==> src/rtl/rv_lsu_pipe_if.sv <==
// rv_lsu_pipe_if: request, memory-bus and response signals of the LSU pipe.
//   slave  modport : the LSU (accepts requests, drives the bus, returns responses)
//   master modport : execute stage plus memory bus model on the other side
//   req_*  : request handshake and payload
//   bus_*  : two-phase (address, data) memory bus
//   rsp_*  : completion pulse, extended load data, misalignment fault
interface rv_lsu_pipe_if #(
  parameter int unsigned XLEN = 32
);
  localparam int unsigned LANES = XLEN / 8;

  logic             req_vld;
  logic             req_rdy;
  logic [XLEN-1:0]  req_addr;
  logic [XLEN-1:0]  req_wdata;
  logic             req_we;
  logic [1:0]       req_size;
  logic             req_signed;

  logic             bus_addr_vld;
  logic             bus_addr_rsp;
  logic [XLEN-1:0]  bus_addr;
  logic             bus_we;
  logic [1:0]       bus_size;
  logic [LANES-1:0] bus_be;
  logic             bus_wdata_vld;
  logic             bus_data_rsp;
  logic [XLEN-1:0]  bus_wdata;
  logic [XLEN-1:0]  bus_rdata;

  logic             rsp_vld;
  logic [XLEN-1:0]  rsp_rdata;
  logic             rsp_fault;

  modport slave (
    input  req_vld, req_addr, req_wdata, req_we, req_size, req_signed,
    output req_rdy,
    input  bus_addr_rsp, bus_data_rsp, bus_rdata,
    output bus_addr_vld, bus_addr, bus_we, bus_size, bus_be,
    output bus_wdata_vld, bus_wdata,
    output rsp_vld, rsp_rdata, rsp_fault
  );

  modport master (
    output req_vld, req_addr, req_wdata, req_we, req_size, req_signed,
    input  req_rdy,
    output bus_addr_rsp, bus_data_rsp, bus_rdata,
    input  bus_addr_vld, bus_addr, bus_we, bus_size, bus_be,
    input  bus_wdata_vld, bus_wdata,
    input  rsp_vld, rsp_rdata, rsp_fault
  );
endinterface

==> src/rtl/rv_lsu_pipe.sv <==
// rv_lsu_pipe: in-order load/store unit. Requests are queued in a FIFO and
// issued one at a time over a two-phase memory bus; load data is aligned and
// sign/zero extended before the one-cycle completion pulse.
//   clk : rising-edge clock
//   rst : asynchronous active-high reset (aborts any transaction, empties queue)
//   lsu : rv_lsu_pipe_if.slave (request, bus and response signals)
// Optional feature: define LSU_MISALIGN_TRAP_EN to fault misaligned accesses
// without issuing them on the bus; otherwise rsp_fault is tied low.
module rv_lsu_pipe #(
  parameter int unsigned XLEN  = 32,
  parameter int unsigned DEPTH = 4
) (
  input  logic          clk,
  input  logic          rst,
  rv_lsu_pipe_if.slave  lsu
);
  localparam int unsigned LANES = XLEN / 8;
  localparam int unsigned OFFW  = $clog2(LANES);
  localparam int unsigned PTRW  = $clog2(DEPTH);
  localparam int unsigned CNTW  = PTRW + 1;

  typedef struct packed {
    logic [XLEN-1:0] addr;
    logic [XLEN-1:0] wdata;
    logic            we;
    logic [1:0]      size;
    logic            sgn;
  } req_t;

  typedef enum logic [1:0] {IDLE = 2'd0, ADDR = 2'd1, DATA = 2'd2, RESP = 2'd3} state_t;

  // Double-word requests collapse to word on a 32-bit datapath
  function automatic logic [1:0] eff_size(input logic [1:0] sz);
    return (XLEN == 32 && sz == 2'd3) ? 2'd2 : sz;
  endfunction

  // Lane mask; lanes pushed past the top by a misaligned offset are dropped
  function automatic logic [LANES-1:0] be_calc(input logic [OFFW-1:0] off, input logic [1:0] sz);
    logic [15:0] m;
    m = (16'(1) << (4'(1) << sz)) - 16'(1);
    m = m << off;
    return m[LANES-1:0];
  endfunction

  function automatic logic [XLEN-1:0] rep_wdata(input logic [XLEN-1:0] d, input logic [1:0] sz);
    logic [XLEN-1:0] r;
    unique case (sz)
      2'd0:    r = {LANES{d[7:0]}};
      2'd1:    r = {(LANES/2){d[15:0]}};
      2'd2:    r = {(LANES/4){d[31:0]}};
      default: r = d;
    endcase
    return r;
  endfunction

  // Shift the addressed bytes down, keep 2^size bytes, extend the rest.
  // A full-width access wraps the keep mask to all ones, so it passes unchanged.
  function automatic logic [XLEN-1:0] load_ext(input logic [XLEN-1:0] rd, input logic [OFFW-1:0] off,
                                               input logic [1:0] sz, input logic sgn);
    logic [XLEN-1:0] sh;
    logic [XLEN-1:0] keep;
    logic [6:0]      nbits;
    logic            sb;
    sh    = rd >> {off, 3'b000};
    nbits = 7'(8) << sz;
    keep  = (XLEN'(1) << nbits) - XLEN'(1);
    unique case (sz)
      2'd0:    sb = sh[7];
      2'd1:    sb = sh[15];
      2'd2:    sb = sh[31];
      default: sb = sh[XLEN-1];
    endcase
    return (sh & keep) | ((sgn && sb) ? ~keep : '0);
  endfunction

  // Request queue
  req_t            mem_q [DEPTH];
  logic [PTRW-1:0] wr_ptr_q, rd_ptr_q;
  logic [CNTW-1:0] cnt_q;
  logic            push, pop;
  req_t            head, in_req;

  assign in_req  = '{addr: lsu.req_addr, wdata: lsu.req_wdata, we: lsu.req_we,
                     size: lsu.req_size, sgn: lsu.req_signed};
  assign lsu.req_rdy = (cnt_q != CNTW'(DEPTH));
  assign push    = lsu.req_vld && lsu.req_rdy;
  assign head    = mem_q[rd_ptr_q];

  always_ff @(posedge clk) begin
    if (push) mem_q[wr_ptr_q] <= in_req;
  end

  always_ff @(posedge clk or posedge rst) begin
    if (rst) begin
      wr_ptr_q <= '0;
      rd_ptr_q <= '0;
      cnt_q    <= '0;
    end else begin
      if (push) wr_ptr_q <= wr_ptr_q + PTRW'(1);
      if (pop)  rd_ptr_q <= rd_ptr_q + PTRW'(1);
      cnt_q <= cnt_q + CNTW'(push) - CNTW'(pop);
    end
  end

  // Working register (the request in flight) and registered outputs
  state_t          state_q, state_d;
  logic [XLEN-1:0] wk_addr_q, wk_addr_d;
  logic            wk_we_q, wk_we_d;
  logic [1:0]      wk_size_q, wk_size_d;
  logic            wk_sgn_q, wk_sgn_d;
  logic [LANES-1:0] be_q, be_d;
  logic [XLEN-1:0] wdata_q, wdata_d;
  logic [XLEN-1:0] rdata_q, rdata_d;
  logic            addr_vld_q, wdata_vld_q, rsp_vld_q;
`ifdef LSU_MISALIGN_TRAP_EN
  logic            fault_q, fault_d;
`endif

  // Next-state and working-register update
  always_comb begin
    state_d   = state_q;
    wk_addr_d = wk_addr_q;
    wk_we_d   = wk_we_q;
    wk_size_d = wk_size_q;
    wk_sgn_d  = wk_sgn_q;
    be_d      = be_q;
    wdata_d   = wdata_q;
    rdata_d   = '0;
    pop       = 1'b0;
`ifdef LSU_MISALIGN_TRAP_EN
    fault_d   = 1'b0;
`endif
    unique case (state_q)
      IDLE: begin
        if (cnt_q != '0) begin
          pop       = 1'b1;
          wk_addr_d = head.addr;
          wk_we_d   = head.we;
          wk_size_d = eff_size(head.size);
          wk_sgn_d  = head.sgn;
          be_d      = be_calc(head.addr[OFFW-1:0], eff_size(head.size));
          wdata_d   = rep_wdata(head.wdata, eff_size(head.size));
`ifdef LSU_MISALIGN_TRAP_EN
          if ((head.addr[2:0] & 3'((4'(1) << eff_size(head.size)) - 4'(1))) != 3'd0) begin
            state_d = RESP;
            fault_d = 1'b1;
          end else begin
            state_d = ADDR;
          end
`else
          state_d = ADDR;
`endif
        end
      end
      ADDR: begin
        if (lsu.bus_addr_rsp) state_d = DATA;
      end
      DATA: begin
        if (lsu.bus_data_rsp) begin
          state_d = RESP;
          rdata_d = wk_we_q ? '0 : load_ext(lsu.bus_rdata, wk_addr_q[OFFW-1:0], wk_size_q, wk_sgn_q);
        end
      end
      RESP: state_d = IDLE;
      default: state_d = IDLE;
    endcase
  end

  always_ff @(posedge clk or posedge rst) begin
    if (rst) begin
      state_q     <= IDLE;
      wk_addr_q   <= '0;
      wk_we_q     <= 1'b0;
      wk_size_q   <= 2'd0;
      wk_sgn_q    <= 1'b0;
      be_q        <= '0;
      wdata_q     <= '0;
      rdata_q     <= '0;
      addr_vld_q  <= 1'b0;
      wdata_vld_q <= 1'b0;
      rsp_vld_q   <= 1'b0;
    end else begin
      state_q     <= state_d;
      wk_addr_q   <= wk_addr_d;
      wk_we_q     <= wk_we_d;
      wk_size_q   <= wk_size_d;
      wk_sgn_q    <= wk_sgn_d;
      be_q        <= be_d;
      wdata_q     <= wdata_d;
      rdata_q     <= rdata_d;
      addr_vld_q  <= (state_d == ADDR);
      wdata_vld_q <= (state_d == DATA);
      rsp_vld_q   <= (state_d == RESP);
    end
  end

`ifdef LSU_MISALIGN_TRAP_EN
  always_ff @(posedge clk or posedge rst) begin
    if (rst) fault_q <= 1'b0;
    else     fault_q <= fault_d;
  end
  assign lsu.rsp_fault = fault_q;
`else
  assign lsu.rsp_fault = 1'b0;
`endif

  assign lsu.bus_addr_vld  = addr_vld_q;
  assign lsu.bus_addr      = wk_addr_q;
  assign lsu.bus_we        = wk_we_q;
  assign lsu.bus_size      = wk_size_q;
  assign lsu.bus_be        = be_q;
  assign lsu.bus_wdata_vld = wdata_vld_q;
  assign lsu.bus_wdata     = wdata_q;
  assign lsu.rsp_vld       = rsp_vld_q;
  assign lsu.rsp_rdata     = rdata_q;
endmodule
==> src/flat_wrapper.sv <==
// flat-port wrapper written by rule: the top's interface ports become plain ports
module rv_lsu_pipe_flat 
#(
  parameter int unsigned XLEN  = 32,
  parameter int unsigned DEPTH = 4
)
  (clk, rst, lsu_req_vld, lsu_req_addr, lsu_req_wdata, lsu_req_we, lsu_req_size, lsu_req_signed, lsu_req_rdy, lsu_bus_addr_rsp, lsu_bus_data_rsp, lsu_bus_rdata, lsu_bus_addr_vld, lsu_bus_addr, lsu_bus_we, lsu_bus_size, lsu_bus_be, lsu_bus_wdata_vld, lsu_bus_wdata, lsu_rsp_vld, lsu_rsp_rdata, lsu_rsp_fault);
  rv_lsu_pipe_if #(.XLEN(XLEN)) lsu_i ();
  input  logic clk;
  input  logic rst;
  input wire logic [$bits(lsu_i.req_vld)-1:0] lsu_req_vld;
  input wire logic [$bits(lsu_i.req_addr)-1:0] lsu_req_addr;
  input wire logic [$bits(lsu_i.req_wdata)-1:0] lsu_req_wdata;
  input wire logic [$bits(lsu_i.req_we)-1:0] lsu_req_we;
  input wire logic [$bits(lsu_i.req_size)-1:0] lsu_req_size;
  input wire logic [$bits(lsu_i.req_signed)-1:0] lsu_req_signed;
  output wire logic [$bits(lsu_i.req_rdy)-1:0] lsu_req_rdy;
  input wire logic [$bits(lsu_i.bus_addr_rsp)-1:0] lsu_bus_addr_rsp;
  input wire logic [$bits(lsu_i.bus_data_rsp)-1:0] lsu_bus_data_rsp;
  input wire logic [$bits(lsu_i.bus_rdata)-1:0] lsu_bus_rdata;
  output wire logic [$bits(lsu_i.bus_addr_vld)-1:0] lsu_bus_addr_vld;
  output wire logic [$bits(lsu_i.bus_addr)-1:0] lsu_bus_addr;
  output wire logic [$bits(lsu_i.bus_we)-1:0] lsu_bus_we;
  output wire logic [$bits(lsu_i.bus_size)-1:0] lsu_bus_size;
  output wire logic [$bits(lsu_i.bus_be)-1:0] lsu_bus_be;
  output wire logic [$bits(lsu_i.bus_wdata_vld)-1:0] lsu_bus_wdata_vld;
  output wire logic [$bits(lsu_i.bus_wdata)-1:0] lsu_bus_wdata;
  output wire logic [$bits(lsu_i.rsp_vld)-1:0] lsu_rsp_vld;
  output wire logic [$bits(lsu_i.rsp_rdata)-1:0] lsu_rsp_rdata;
  output wire logic [$bits(lsu_i.rsp_fault)-1:0] lsu_rsp_fault;
  assign lsu_i.req_vld = lsu_req_vld;
  assign lsu_i.req_addr = lsu_req_addr;
  assign lsu_i.req_wdata = lsu_req_wdata;
  assign lsu_i.req_we = lsu_req_we;
  assign lsu_i.req_size = lsu_req_size;
  assign lsu_i.req_signed = lsu_req_signed;
  assign lsu_req_rdy = lsu_i.req_rdy;
  assign lsu_i.bus_addr_rsp = lsu_bus_addr_rsp;
  assign lsu_i.bus_data_rsp = lsu_bus_data_rsp;
  assign lsu_i.bus_rdata = lsu_bus_rdata;
  assign lsu_bus_addr_vld = lsu_i.bus_addr_vld;
  assign lsu_bus_addr = lsu_i.bus_addr;
  assign lsu_bus_we = lsu_i.bus_we;
  assign lsu_bus_size = lsu_i.bus_size;
  assign lsu_bus_be = lsu_i.bus_be;
  assign lsu_bus_wdata_vld = lsu_i.bus_wdata_vld;
  assign lsu_bus_wdata = lsu_i.bus_wdata;
  assign lsu_rsp_vld = lsu_i.rsp_vld;
  assign lsu_rsp_rdata = lsu_i.rsp_rdata;
  assign lsu_rsp_fault = lsu_i.rsp_fault;
  rv_lsu_pipe #(.XLEN(XLEN), .DEPTH(DEPTH)) u_core (.clk(clk), .rst(rst), .lsu(lsu_i));
endmodule
==> config.mk <==
export PLATFORM = sky130hd
export DESIGN_NAME = rv_lsu_pipe_flat
export DESIGN_NICKNAME = d
export VERILOG_FILES = /design/src/rtl/rv_lsu_pipe_if.sv /design/src/rtl/rv_lsu_pipe.sv /design/src/flat_wrapper.sv
export SDC_FILE = /design/constraint.sdc
export NUM_CORES = 1
export LEC_CHECK = 0
export ABC_CLOCK_PERIOD_IN_PS = 4800
export CORE_MARGIN = 3
export CORE_UTILIZATION = 45
export DETAILED_ROUTE_END_ITERATION = 10
export PLACE_DENSITY = 0.78
export SLEW_MARGIN = 5
export SYNTH_ARGS = -nofsm -noshare
export SYNTH_HDL_FRONTEND = slang
export SYNTH_SLANG_ARGS = --single-unit
==> constraint.sdc <==
create_clock -name clk -period 4.8 [get_ports clk]
set_clock_uncertainty 0.15 [all_clocks]
set_input_delay 0.72 -clock clk [delete_from_list [all_inputs] [get_ports clk]]
set_output_delay 0.72 -clock clk [all_outputs]
set_load 0.02 [all_outputs]
## Word level (Yosys, flattened, before mapping)

Memory sizes are Yosys's and may differ from the RTL's.
Cells that the tools add are included.

| word-level totals | value |
|---|---|
| bits in registers | 116 |
| bits in writable memories | 272 |
| memories kept | 1 |

Memory list:

| memory | depth | bits a word | rd ports | clocked after Yosys merged registers in | wr ports | line | RTL |
|---|---|---|---|---|---|---|---|
| u_core.mem_q | 4 | 68 | 1 | 0 | 1 | rv_lsu_pipe.sv:77 | `req_t mem_q [DEPTH];` |

| operators by class | value |
|---|---|
| $add $sub $neg | 6 |
| equal/unequal tests | 10 |
| shift operators | 6 |
| multiplexer cells | 17 |
| bitwise operators | 3 |
| reductions and logical operators | 7 |

Operators with widths:

| operator | number |
|---|---|
| $mux W32 | 4 |
| $pmux W32 S2 | 1 |
| $and A32 B32 Y32 | 1 |
| $not A32 Y32 | 1 |
| $or A32 B32 Y32 | 1 |
| $shl A1 B7 Y32 const A | 1 |
| $shr A32 B5 Y32 | 1 |
| $sub A32 B2 Y32 const B | 1 |
| $shl A1 B4 Y16 const A | 1 |
| $shl A16 B2 Y4 | 1 |
| $sub A16 B2 Y16 const B | 1 |
| $eq A2 B2 Y1 const B | 5 |
| $eq A2 B1 Y1 const B | 4 |
| $mux W2 | 4 |
| $pmux W2 S4 | 1 |
| $shl A4 B2 Y7 const A | 1 |
| $logic_not A2 Y1 | 3 |
| $mux W1 | 6 |
| $add A2 B1 Y2 const B | 2 |
| $shl A1 B2 Y4 const A | 1 |
| $add A3 B1 Y3 | 1 |
| $ne A3 B3 Y1 const B | 1 |
| $reduce_bool A3 Y1 | 1 |
| $sub A3 B1 Y3 | 1 |
| other kinds (3) | 4 |

## Longest topological paths before layout

| depth | value |
|---|---|
| depth after elaboration | 10 |
| gate-level depth with buffers | 11 |
| gate-level depth less buffers | 9 |

## Least setup slack after synthesis

Ideal clock, no wire load.

| path | value |
|---|---|
| kind | in2reg |
| start point | in lsu_req_vld |
| end point | mem u_core.mem_q[0][0] (netlist bit), enable pin |
| library setup time | 0.434 ns |
| data arrival time | 2.354 ns |
| data required time | 4.216 ns |
| slack | 1.862 ns |
| cell stages on the path | 1 |
| cell sequence | and3_1 |

| between the ends | value |
|---|---|
| cells in the longest elaborated chain, start to end | 3 |

RTL lines:

| what | line | RTL |
|---|---|---|
| start: declaration | flat_wrapper.sv:11 | `input wire logic [$bits(lsu_i.req_vld)-1:0] lsu_req_vld;` |
| $logic_and A1 B1 Y1 | rv_lsu_pipe.sv:86 | `assign push = lsu.req_vld && lsu.req_rdy;` |
| $mux W1 | rv_lsu_pipe.sv:90 | `if (push) mem_q[wr_ptr_q] <= in_req;` |
| $mux W1 (implied by the code) | rv_lsu_pipe.sv:90 |  |
| end: declaration | rv_lsu_pipe.sv:77 |  |

Every way passes these cells.

## Worst setup path after layout

| path | value |
|---|---|
| start point | reg u_core.rd_ptr_q[0] |
| end point | reg u_core.wdata_q[27], in the netlist u_core.lsu.bus_wdata[27] |

| between the ends | value |
|---|---|
| cells in the longest elaborated chain, start to end | 5 |

RTL lines:

| what | line | RTL |
|---|---|---|
| start: declaration | rv_lsu_pipe.sv:78 | `logic [PTRW-1:0] wr_ptr_q, rd_ptr_q;` |
| start signal: assignment | rv_lsu_pipe.sv:100 | `if (pop) rd_ptr_q <= rd_ptr_q + PTRW'(1);` |
| $mem_v2 Z4 W68 (*) | -- |  |
| $eq A2 B2 Y1 | rv_lsu_pipe.sv:34 | `return (XLEN == 32 && sz == 2'd3) ? 2'd2 : sz;` |
| $mux W2 | rv_lsu_pipe.sv:34 |  |
| $eq A2 B1 Y1 / $logic_not A2 Y1 (equally long branches) | rv_lsu_pipe.sv:47 | `unique case (sz)` |
| $pmux W32 S2 (*) | rv_lsu_pipe.sv:47 |  |
| end signal: assignment | rv_lsu_pipe.sv:189 | `wdata_q <= wdata_d;` |
| end: declaration | rv_lsu_pipe.sv:112 | `logic [XLEN-1:0] wdata_q, wdata_d;` |

Mark *: on every way between the ends. The rest lies on a longest branch, timed or not.
A chain may end at the register's enable or synchronous reset.

==> results.sh <==
export IMPL_cts_tree="done"
export IMPL_worstHoldEndpoint="u_core.lsu.bus_addr[31]"
export IMPL_tns_ns=0
export IMPL_finalInstanceArea_um2=18900
export IMPL_cp_start_kind="flop"
export IMPL_timing_worst_setup_path_type="flop to flop"
export IMPL_layout_drive_gt1_share=0.148
export IMPL_r2r_slack_ns=1.85
export IMPL_synthDistinctLibCells=43
export IMPL_chipHeight_um=188
export IMPL_arrival_ns=3.26
export IMPL_area_growth_pct=26.6
export IMPL_cts_resized=0
export IMPL_cp_required_ns=5.11
export IMPL_timing_hold_ws_ns=0.328
export IMPL_run_status="finished, final reports clean"
export IMPL_gr_total_overflow=0
export IMPL_synthFlopType="edfxtp_1"
export IMPL_via_count=8347
export IMPL_syn_area_um2=14900
export IMPL_worst_pin_slew_ns=1.11
export IMPL_nets=1191
export IMPL_grt_pass1_vias=8579
export IMPL_utilization=0.579
export IMPL_ant_nets=0
export IMPL_slew_viol_final=0
export IMPL_syn_avg_cell_area_um2=17.3
export IMPL_setup_viol=0
export IMPL_synth_async_sr_flop_share=0.299
export IMPL_slew_headroom=0.260
export IMPL_p_leak_nw=7.09
export IMPL_post_cts_buffers=0
export IMPL_dieArea_um2=35400
export IMPL_mostFrequentLayoutCell="edfxtp_1"
export IMPL_ir_worst_vdd_v=0.000377
export IMPL_cts_sinks=388
export IMPL_period_needed_ns=2.95
export IMPL_finalCritPeriodShare=0.615
export IMPL_yosysTopAreaCell="edfxtp_1"
export IMPL_antenna_found_initial=6
export IMPL_routed_via_density=5.38
export IMPL_place_area_um2=17500
export IMPL_finalNonFillerCells=1551
export IMPL_synth_edf_count=272
export IMPL_endpoint_kind="flop"
export IMPL_synthCells=861
export IMPL_drc_errors=0
export IMPL_layout_common_cells="edfxtp_1, clkdlybuf4s50_1, nand2_1, dfrtp_1, mux4_2"
export IMPL_cts_htree_levels=2
export IMPL_initialDrtViolationCount=587
export IMPL_cts_buffers=39
export IMPL_path_max_fanout=37
export IMPL_worstSkewPairLatency_ns=0.52
export IMPL_fp_dieW_um=188
export IMPL_cap_violations=0
export IMPL_coreArea_um2=32600
export IMPL_root_buffer="clkbuf_16"
export IMPL_cts_hold_buffers=0
export IMPL_grt_max_degree=92
export IMPL_ctsLongestPathBuffers=3
export IMPL_synth_top_cells_by_area="edfxtp_1, dfrtp_1, mux4_2"
export IMPL_ys_ff_latch=388
export IMPL_grt_use_total=0.187
export IMPL_gp_congestion=0.863
export IMPL_clk_transition_reported_paths_ns=0.06
export IMPL_reg2regPathDepth=3
export IMPL_rsz0062_at_grt="false"
export IMPL_hold_viol=0
export IMPL_fillCellCount=2410
export IMPL_p_per_area_nw_per_um2=660
export IMPL_hold_class="flop to flop"
export IMPL_hpwl_mm=20.5
export IMPL_rows=66
export IMPL_reg2reg_from="u_core.rd_ptr_q[0]"
export IMPL_min_from="u_core.lsu.bus_addr[31]"
export IMPL_fmax_mhz=339
export IMPL_n_antenna_cell=0
export IMPL_r2r_end="u_core.lsu.bus_wdata[27]"
export IMPL_io_pins=213
export IMPL_yosysTopAreaCellShare=0.547
export IMPL_start_util=0.458
export IMPL_synthesis_nets=974
export IMPL_port_buffers=211
export IMPL_yosys_warnings=0
export IMPL_routed_wl_mm=33.3
export IMPL_firstDrtPassIters=5
export IMPL_whs_path_depth=2
export IMPL_ys_seq_area_frac=0.741
export IMPL_wire_per_inst_um=21.5
export IMPL_post_place_cells=1479
export IMPL_grt_pass1_wl_mm=51.1
[cell type report]
type,instances,area (µm²),area share
clock buffer,51,1140,0.0605
clock inverter,21,251,0.0133
inverter,11,43.8,0.00232
multi-input combinational,418,3640,0.192
sequential,388,11100,0.586
tap,442,553,0.0293
timing repair buffer,220,2190,0.116
[report_power, final]
group | switching (W) | internal, W | leakage [nW] | total (W)
logic | 0.00236 | 0.00190 | 2.44 | 0.00425
clock network | 0.00126 | 0.00196 | 0.682 | 0.00321
registers | 0.000497 | 0.00451 | 3.97 | 0.00501
[stage by stage]
step | setup slack (ns) | power, W
5_1_grt | 1.65 | 0.0131
3_3_place_gp | 1.82 | 0.00925
3_5_place_dp | 1.78 | 0.00936
4_1_cts | 1.81 | 0.0126
6_report | 1.85 | 0.0125
2_1_floorplan | 0.858 | 0.00775
[state kept, by name, summed over array words and instances (netlist names)]
name and cells:
u_core.state_q 2, u_core.lsu.bus_size 2, u_core.lsu.rsp_rdata 32, u_core.cnt_q 3
u_core.lsu.bus_addr 32, u_core.lsu.bus_wdata 32, u_core.lsu.rsp_vld 1, u_core.wr_ptr_q 2
u_core.mem_q 272, u_core.lsu.bus_be 4, u_core.rd_ptr_q 2, u_core.lsu.bus_we 1
u_core.lsu.bus_addr_vld 1, u_core.lsu.bus_wdata_vld 1, u_core.wk_sgn_q 1
[cell usage after synthesis (8+ instances only)]
cell type,number
clkbuf_1,24
nor2b_1,12
a211oi_1,16
buf_2,9
nor2_1,13
dfrtp_1,116
a221o_1,8
a21oi_1,9
nand2_1,148
mux2i_1,33
a21o_1,10
and3_1,13
inv_1,11
mux4_2,68
o21ai_0,35
edfxtp_1,272
[per-layer routing]
| layer | vias up | global-route usage | wire, µm | part of all wire |
|---|---|---|---|---|
| met3 | 63 | 0.0482 | 2630 | 0.079 |
| met2 | 335 | 0.315 | 16700 | 0.50 |
| met1 | 4224 | 0.245 | 13200 | 0.40 |
| met5 | - | 0 | 84 | 0.0025 |
| met4 | 12 | 0.0482 | 716 | 0.022 |
| li1 | 3713 | - | - | - |
[worst max-delay path, cell delays in order, from the launching register on]
cell and delay (ns):
dfrtp_4 0.92, mux4_2 0.90, nor2_1 0.61, a221o_1 0.28
[worst max-delay path by stage]
stage	from	end	slack, ns
2_1_floorplan	rst	u_core.cnt_q[0]	0.86
3_3_place_gp	lsu_req_vld	u_core.mem_q[0][67]	1.82
3_5_place_dp	lsu_bus_rdata[31]	u_core.lsu.rsp_rdata[19]	1.78
4_1_cts	u_core.rd_ptr_q[0]	u_core.lsu.bus_wdata[27]	1.81
5_1_grt	u_core.rd_ptr_q[0]	u_core.lsu.bus_wdata[31]	1.65
6_report	u_core.rd_ptr_q[0]	u_core.lsu.bus_wdata[27]	1.85
[logic make-up after synthesis]
logic type | synth area share
other | 0.000251
muxes | 0.133
DFF | 0.741
buffers and inverters | 0.0168
and+or+nand+nor | 0.0598
xor gates and xnor gates | 0.00352
adders and majority gates | 0.00720
AOI/OAI and AO/OA | 0.0384
No activity file was read; power rests on OpenSTA's default activity.
